<file path="src/rtl/idli_dout_m.sv">
// Output stage of the core: captures 16-bit words a nibble per cycle, buffers up to
// DEPTH of them and replays them least-significant nibble first under consumer accept.
module idli_dout_m #(
    parameter int DEPTH = 2
) (
    input  logic       i_dout_gck,
    input  logic       i_dout_rst,
    input  logic [1:0] i_dout_ctr,
    input  logic       i_dout_ctr_last_cycle,
    input  logic       i_dout_wr,
    input  logic [3:0] i_dout_wr_data,
    output logic       o_dout_full,
    output logic       o_dout_ovf,
    output logic [3:0] o_dout_data,
    output logic       o_dout_vld,
    input  logic       i_dout_acp
);

    localparam int PTR_W = (DEPTH > 1) ? $clog2(DEPTH) : 1;
    localparam int CNT_W = PTR_W + 1;
    localparam logic [CNT_W-1:0] CNT_FULL = CNT_W'(DEPTH);

    // Entry storage is one nibble per slot, addressed as {entry, nibble}.
    logic [3:0]       mem_q [DEPTH*4];

    logic [PTR_W-1:0] wr_ptr_q, wr_ptr_d;
    logic [PTR_W-1:0] rd_ptr_q, rd_ptr_d;
    logic [1:0]       rd_nib_q, rd_nib_d;
    logic [CNT_W-1:0] count_q, count_d;
    logic             acc_q, acc_d;
    logic             ovf_q, ovf_d;
    logic             full_q;
    logic             capture;
    logic             commit;
    logic             pop;
    logic             vld;

    assign vld = (count_q != '0);

    // NOTE: every signal assigned here gets a default first, otherwise a missed branch infers a latch.
    always_comb begin
        acc_d    = acc_q;
        ovf_d    = ovf_q;
        wr_ptr_d = wr_ptr_q;
        rd_ptr_d = rd_ptr_q;
        rd_nib_d = rd_nib_q;
        capture  = 1'b0;

        // Acceptance is decided once per period; a full buffer discards the whole period.
        if (i_dout_ctr == 2'd0) begin
            if (i_dout_wr) begin
                acc_d   = !full_q;
                ovf_d   = ovf_q | full_q;
                capture = !full_q;
            end else begin
                acc_d = 1'b0;
            end
        end else if (acc_q) begin
            if (i_dout_wr) begin
                capture = 1'b1;
            end else begin
                acc_d = 1'b0;
            end
        end

        commit = capture && i_dout_ctr_last_cycle;
        if (commit) begin
            acc_d    = 1'b0;
            wr_ptr_d = wr_ptr_q + 1'b1;
        end

        pop = vld && i_dout_acp && (rd_nib_q == 2'd3);
        if (vld && i_dout_acp) begin
            rd_nib_d = rd_nib_q + 2'd1;
            if (pop) begin
                rd_ptr_d = rd_ptr_q + 1'b1;
            end
        end

        count_d = count_q + CNT_W'(commit) - CNT_W'(pop);
    end

    // NOTE: state registers use non-blocking assignments so every flop samples pre-edge values.
    always_ff @(posedge i_dout_gck) begin
        if (i_dout_rst) begin
            acc_q    <= 1'b0;
            ovf_q    <= 1'b0;
            full_q   <= 1'b0;
            wr_ptr_q <= '0;
            rd_ptr_q <= '0;
            rd_nib_q <= '0;
            count_q  <= '0;
        end else begin
            acc_q    <= acc_d;
            ovf_q    <= ovf_d;
            full_q   <= (count_d == CNT_FULL);
            wr_ptr_q <= wr_ptr_d;
            rd_ptr_q <= rd_ptr_d;
            rd_nib_q <= rd_nib_d;
            count_q  <= count_d;
        end
    end

    // NOTE: storage is deliberately left unreset; count gates every read, so stale contents are never visible.
    always_ff @(posedge i_dout_gck) begin
        if (capture) begin
            mem_q[{wr_ptr_q, i_dout_ctr}] <= i_dout_wr_data;
        end
    end

    assign o_dout_full = full_q;
    assign o_dout_ovf  = ovf_q;
    assign o_dout_vld  = vld;
    assign o_dout_data = vld ? mem_q[{rd_ptr_q, rd_nib_q}] : 4'h0;

endmodule

</file>
<file path="config.mk">
export PLATFORM = sky130hd
export DESIGN_NAME = idli_dout_m
export DESIGN_NICKNAME = d
export VERILOG_FILES = /design/src/rtl/idli_dout_m.sv
export SDC_FILE = /design/constraint.sdc
export NUM_CORES = 1
export LEC_CHECK = 0
export CAP_MARGIN = 30
export CORE_MARGIN = 4
export CORE_UTILIZATION = 34
export DETAILED_ROUTE_END_ITERATION = 10
export GPL_TIMING_DRIVEN = 1
export HOLD_SLACK_MARGIN = 0.03
export PLACE_DENSITY_LB_ADDON = 0.12
export SKIP_CTS_REPAIR_TIMING = 1
export SYNTH_ARGS = -nofsm -noshare
export SYNTH_HDL_FRONTEND = slang
export SYNTH_SLANG_ARGS = --single-unit
</file>
<file path="constraint.sdc">
create_clock -name i_dout_gck -period 4.4 [get_ports i_dout_gck]
set_input_delay 0.88 -clock i_dout_gck [delete_from_list [all_inputs] [get_ports i_dout_gck]]
set_output_delay 0.88 -clock i_dout_gck [all_outputs]
set_load 0.01 [all_outputs]
</file>
==> flow_summary.html <==
<table>
<tr><th>Metric</th><th>Value</th></tr>
<tr><th colspan="2">CTS</th></tr>
<tr><td>Number of H-tree levels</td><td>2</td></tr>
<tr><td>Number of buffers on the longest clock path</td><td>2</td></tr>
<tr><td>Clock tree from TritonCTS</td><td>done</td></tr>
<tr><td>Clock latency on the worst-skew pair</td><td>around 280 ps</td></tr>
<tr><td>Count of clock tree sinks</td><td>just over 40</td></tr>
<tr><td>Register clock-pin slew on the reported worst setup and hold paths</td><td>approximately 70 ps</td></tr>
<tr><td>Cell chosen for the clock root</td><td>clkbuf_8</td></tr>
<tr><td>Num CTS Buffers</td><td>5</td></tr>
<tr><th colspan="2">Floorplanning</th></tr>
<tr><td>Starting density of the core</td><td>0.356</td></tr>
<tr><td>Die area</td><td>between 6000 and 7000 um^2</td></tr>
<tr><td>Overall die height</td><td>a little under 80 um</td></tr>
<tr><td>Standard-cell row count</td><td>25</td></tr>
<tr><td>Area inside the core boundary</td><td>roughly 4800 um^2</td></tr>
<tr><td>Number of top-level design ports</td><td>18</td></tr>
<tr><td>Chip Width</td><td>79.0 um</td></tr>
<tr><th colspan="2">Synthesis</th></tr>
<tr><td>Area of the mapped netlist</td><td>approximately 1700 um^2</td></tr>
<tr><td>Synth Register Bits</td><td>41</td></tr>
<tr><td>Cell count after synthesis</td><td>124</td></tr>
<tr><td>Cell accounting for the most synthesized area</td><td>edfxtp_1</td></tr>
<tr><td>Post-synth top area share</td><td>0.560</td></tr>
<tr><td>Syn avg cell area</td><td>about 14 um^2</td></tr>
<tr><td>Count of yosys warnings during synthesis</td><td>0</td></tr>
<tr><td>Post-synthesis net count</td><td>~140</td></tr>
<tr><td>Sequential-to-total area share from yosys stat</td><td>0.665</td></tr>
<tr><td>Netlist cell types</td><td>27</td></tr>
<tr><td>Largest cells by area after synthesis</td><td>edfxtp_1 (56%), dfxtp_1 (11%), mux2i_1 (9.9%)</td></tr>
<tr><th colspan="2">Critical path</th></tr>
<tr><td>Crit. Startpoint</td><td>rd_nib_q[0]</td></tr>
<tr><td>Critical Path Fanout Max</td><td>10</td></tr>
<tr><td>Worst reg2reg path depth</td><td>10</td></tr>
<tr><td>Crit path launch type</td><td>flop</td></tr>
<tr><td>CP endpoint kind</td><td>primary output</td></tr>
<tr><td>Category of the most critical setup path</td><td>flop to primary output</td></tr>
<tr><td>Arr. time, crit path</td><td>2250 ps</td></tr>
<tr><td>R2R Setup Slk</td><td>approximately 2200 ps</td></tr>
<tr><td>Critical Path RT</td><td>roughly 3500 ps</td></tr>
<tr><td>Startpoint of the most critical register-to-register path</td><td>rd_nib_q[0]</td></tr>
<tr><th colspan="2">Cells and area</th></tr>
<tr><td>Fraction of final layout cells sized beyond drive strength 1</td><td>0.0616</td></tr>
<tr><td>Final-stage net count</td><td>~160</td></tr>
<tr><td>Number of inserted diodes</td><td>0</td></tr>
<tr><td>Fillcell total</td><td>around 470</td></tr>
<tr><td>Final cell area excluding filler cells</td><td>2040 um^2</td></tr>
<tr><td>Syn-to-layout area delta</td><td>19.2%</td></tr>
<tr><th colspan="2">Routing</th></tr>
<tr><td>Final routed wire length divided by cell count</td><td>~15 um</td></tr>
<tr><td>Wirelength, routed</td><td>~3200 um</td></tr>
<tr><td>Drt first-iter violations</td><td>38</td></tr>
<tr><td>Antenna viol nets, final</td><td>0</td></tr>
<tr><td>Overall via count from detail_route</td><td>between 1000 and 1500</td></tr>
<tr><td>Number of remaining DRC errors</td><td>0</td></tr>
<tr><td>First-pass detailed-route iteration total</td><td>4</td></tr>
<tr><td>Average via count per standard cell</td><td>approximately 4.7</td></tr>
<tr><th colspan="2">Min path</th></tr>
<tr><td>Number of instances on the worst hold path</td><td>2</td></tr>
<tr><td>Class of the most critical hold timing path</td><td>flop to flop</td></tr>
<tr><td>Startpoint of the tightest hold check path</td><td>o_dout_ovf</td></tr>
<tr><th colspan="2">Global routing</th></tr>
<tr><td>Global-route wire length before repair</td><td>approximately 5300 um</td></tr>
<tr><td>Vias in the first global route</td><td>1039</td></tr>
<tr><td>Number of antenna violations at the first check in global routing</td><td>0</td></tr>
<tr><td>GRT Total Usage</td><td>0.114</td></tr>
<tr><td>Maximum number of pins on one net before global-route repair</td><td>12</td></tr>
<tr><td>Total overflow reported by the global router</td><td>0</td></tr>
<tr><th colspan="2">Placed design</th></tr>
<tr><td>DP Area</td><td>approximately 2000 um^2</td></tr>
<tr><td>GPL Wtd Cong</td><td>0.815</td></tr>
<tr><td>Sum of net half-perimeters after detailed placement</td><td>roughly 2400 um</td></tr>
<tr><td>Quantity of I/O buffers inserted on ports</td><td>17</td></tr>
<tr><th colspan="2">Timing</th></tr>
<tr><td>Max-slew headroom at the worst pin</td><td>0.444</td></tr>
<tr><td>RSZ-0062 raised after global routing</td><td>no</td></tr>
<tr><td>Fin crit share</td><td>0.711</td></tr>
<tr><td>Fmax achieved</td><td>approximately 320 MHz</td></tr>
<tr><td>Setup violation total in the final timing report</td><td>0</td></tr>
<tr><td>Minimum clock period</td><td>3130 ps</td></tr>
<tr><td>Final worst clock skew</td><td>between 2 and 2.5 ps</td></tr>
<tr><td>Count of endpoints failing hold in the final timing report</td><td>0</td></tr>
<tr><td>Worst-margin pin slew</td><td>just over 800 ps</td></tr>
<tr><td>Setup TNS Final</td><td>0 ps</td></tr>
<tr><td>Pins over their slew limit</td><td>0</td></tr>
<tr><th colspan="2">Pwr</th></tr>
<tr><td>Cell Pwr Density</td><td>roughly 340 nW/um^2</td></tr>
<tr><td>Maximum vdd drop</td><td>~150 uV</td></tr>
<tr><td>Leakage component of the power</td><td>between 0.6 and 0.7 nW</td></tr>
<tr><th colspan="2">Run</th></tr>
<tr><td>Maxcap violations</td><td>0</td></tr>
<tr><th colspan="2">Outcome</th></tr>
<tr><td>Run status</td><td>finished clean</td></tr>
</table>
-- metal layers --
layer	global-route usage	up-vias	share of wire
met2	0.174	19	0.47
met4	0.0395	0	0.011
met1	0.150	478	0.47
li1	-	501	-
met3	0.0397	4	0.046
met5	0	-	0
-- Yosys cell counts, drive strengths merged --
cell	count
a211oi	1
a21boi	1
a21oi	1
a22oi	4
and4	4
buf	2
clkbuf	2
dfxtp	9
edfxtp	32
ha	3
inv	4
mux2	1
mux2i	17
nand2	8
nand3	5
nor2	11
nor2b	4
nor3	4
nor3b	2
o211ai	2
o21ai	1
or2	1
or4b	1
xnor2	2
xor2	2
-- state kept, by name, indices dropped and copies added (netlist names) --
| signal | cells |
|---|---|
| o_dout_ovf | 1 |
| rd_ptr_q | 1 |
| acc_q | 1 |
| count_q | 2 |
| rd_nib_q | 2 |
| o_dout_full | 1 |
| mem_q | 32 |
| wr_ptr_q | 1 |
-- worst paths after layout --
check                    to
max          o_dout_data[1]
min              o_dout_ovf
max reg2reg     o_dout_full
min reg2reg      o_dout_ovf
-- report_power, final --
group	switching [mW]	internal (mW)
sequential	0.00287	0.420
combinational	0.0176	0.0191
clock	0.115	0.113
-- cell families (layout without fill, tap and decap cells) --
group | count (synthesis) | in the layout | synth area share
AND/OR/NAND/NOR | 40 | 40 | 0.123
adder cells (fa/ha/maj) | 3 | 3 | 0.0219
multiplexers | 18 | 18 | 0.106
flip-flops | 41 | 41 | 0.665
XOR/XNOR | 4 | 4 | 0.0204
AO/OA/AOI/OAI | 10 | 10 | 0.0430
buffers and inverters | 8 | 30 | 0.0204
-- critical path: stages (launching register included) --
cell             delay (ps)
dfxtp_1                 670
buf_8                   230
mux2i_1                  80
a22oi_1                 200
and4_1                  240
clkdlybuf4s50_1         540
-- placed cells by master (no fill, tap or decap), drive strengths merged, types with 2 or more instances in the layout --
cell type,n
edfxtp,32
mux2i,17
clkdlybuf4s50,17
nor2,11
dfxtp,9
nand2,8
clkbuf,8
nand3,5
nor2b,4
a22oi,4
and4,4
nor3,4
inv,4
ha,3
o211ai,2
xor2,2
xnor2,2
nor3b,2
-- final cells by class --
type                            instances  area, um^2  share of cell area
Timing Repair Buffer                   18         185              0.0906
Clock buffer                            8        80.1              0.0392
Sequential cell                        41        1140               0.558
Tap cell                               67        83.8              0.0410
Multi-Input combinational cell         75         539               0.264
Inverter                                4        15.0             0.00734
-- stage by stage --
stage	hold slack, ps	setup WS (ps)	total power, mW	utilization	std cells
floorplan	505	1760	0.447	-	124
global placement	465	1150	0.467	0.405	204
detailed placement	481	1060	0.469	0.408	205
CTS	503	1220	0.695	0.424	213
global route	564	1110	0.715	0.424	213
finish	496	1270	0.687	0.424	213
Note: power is estimated with default switching activity, not from simulation.
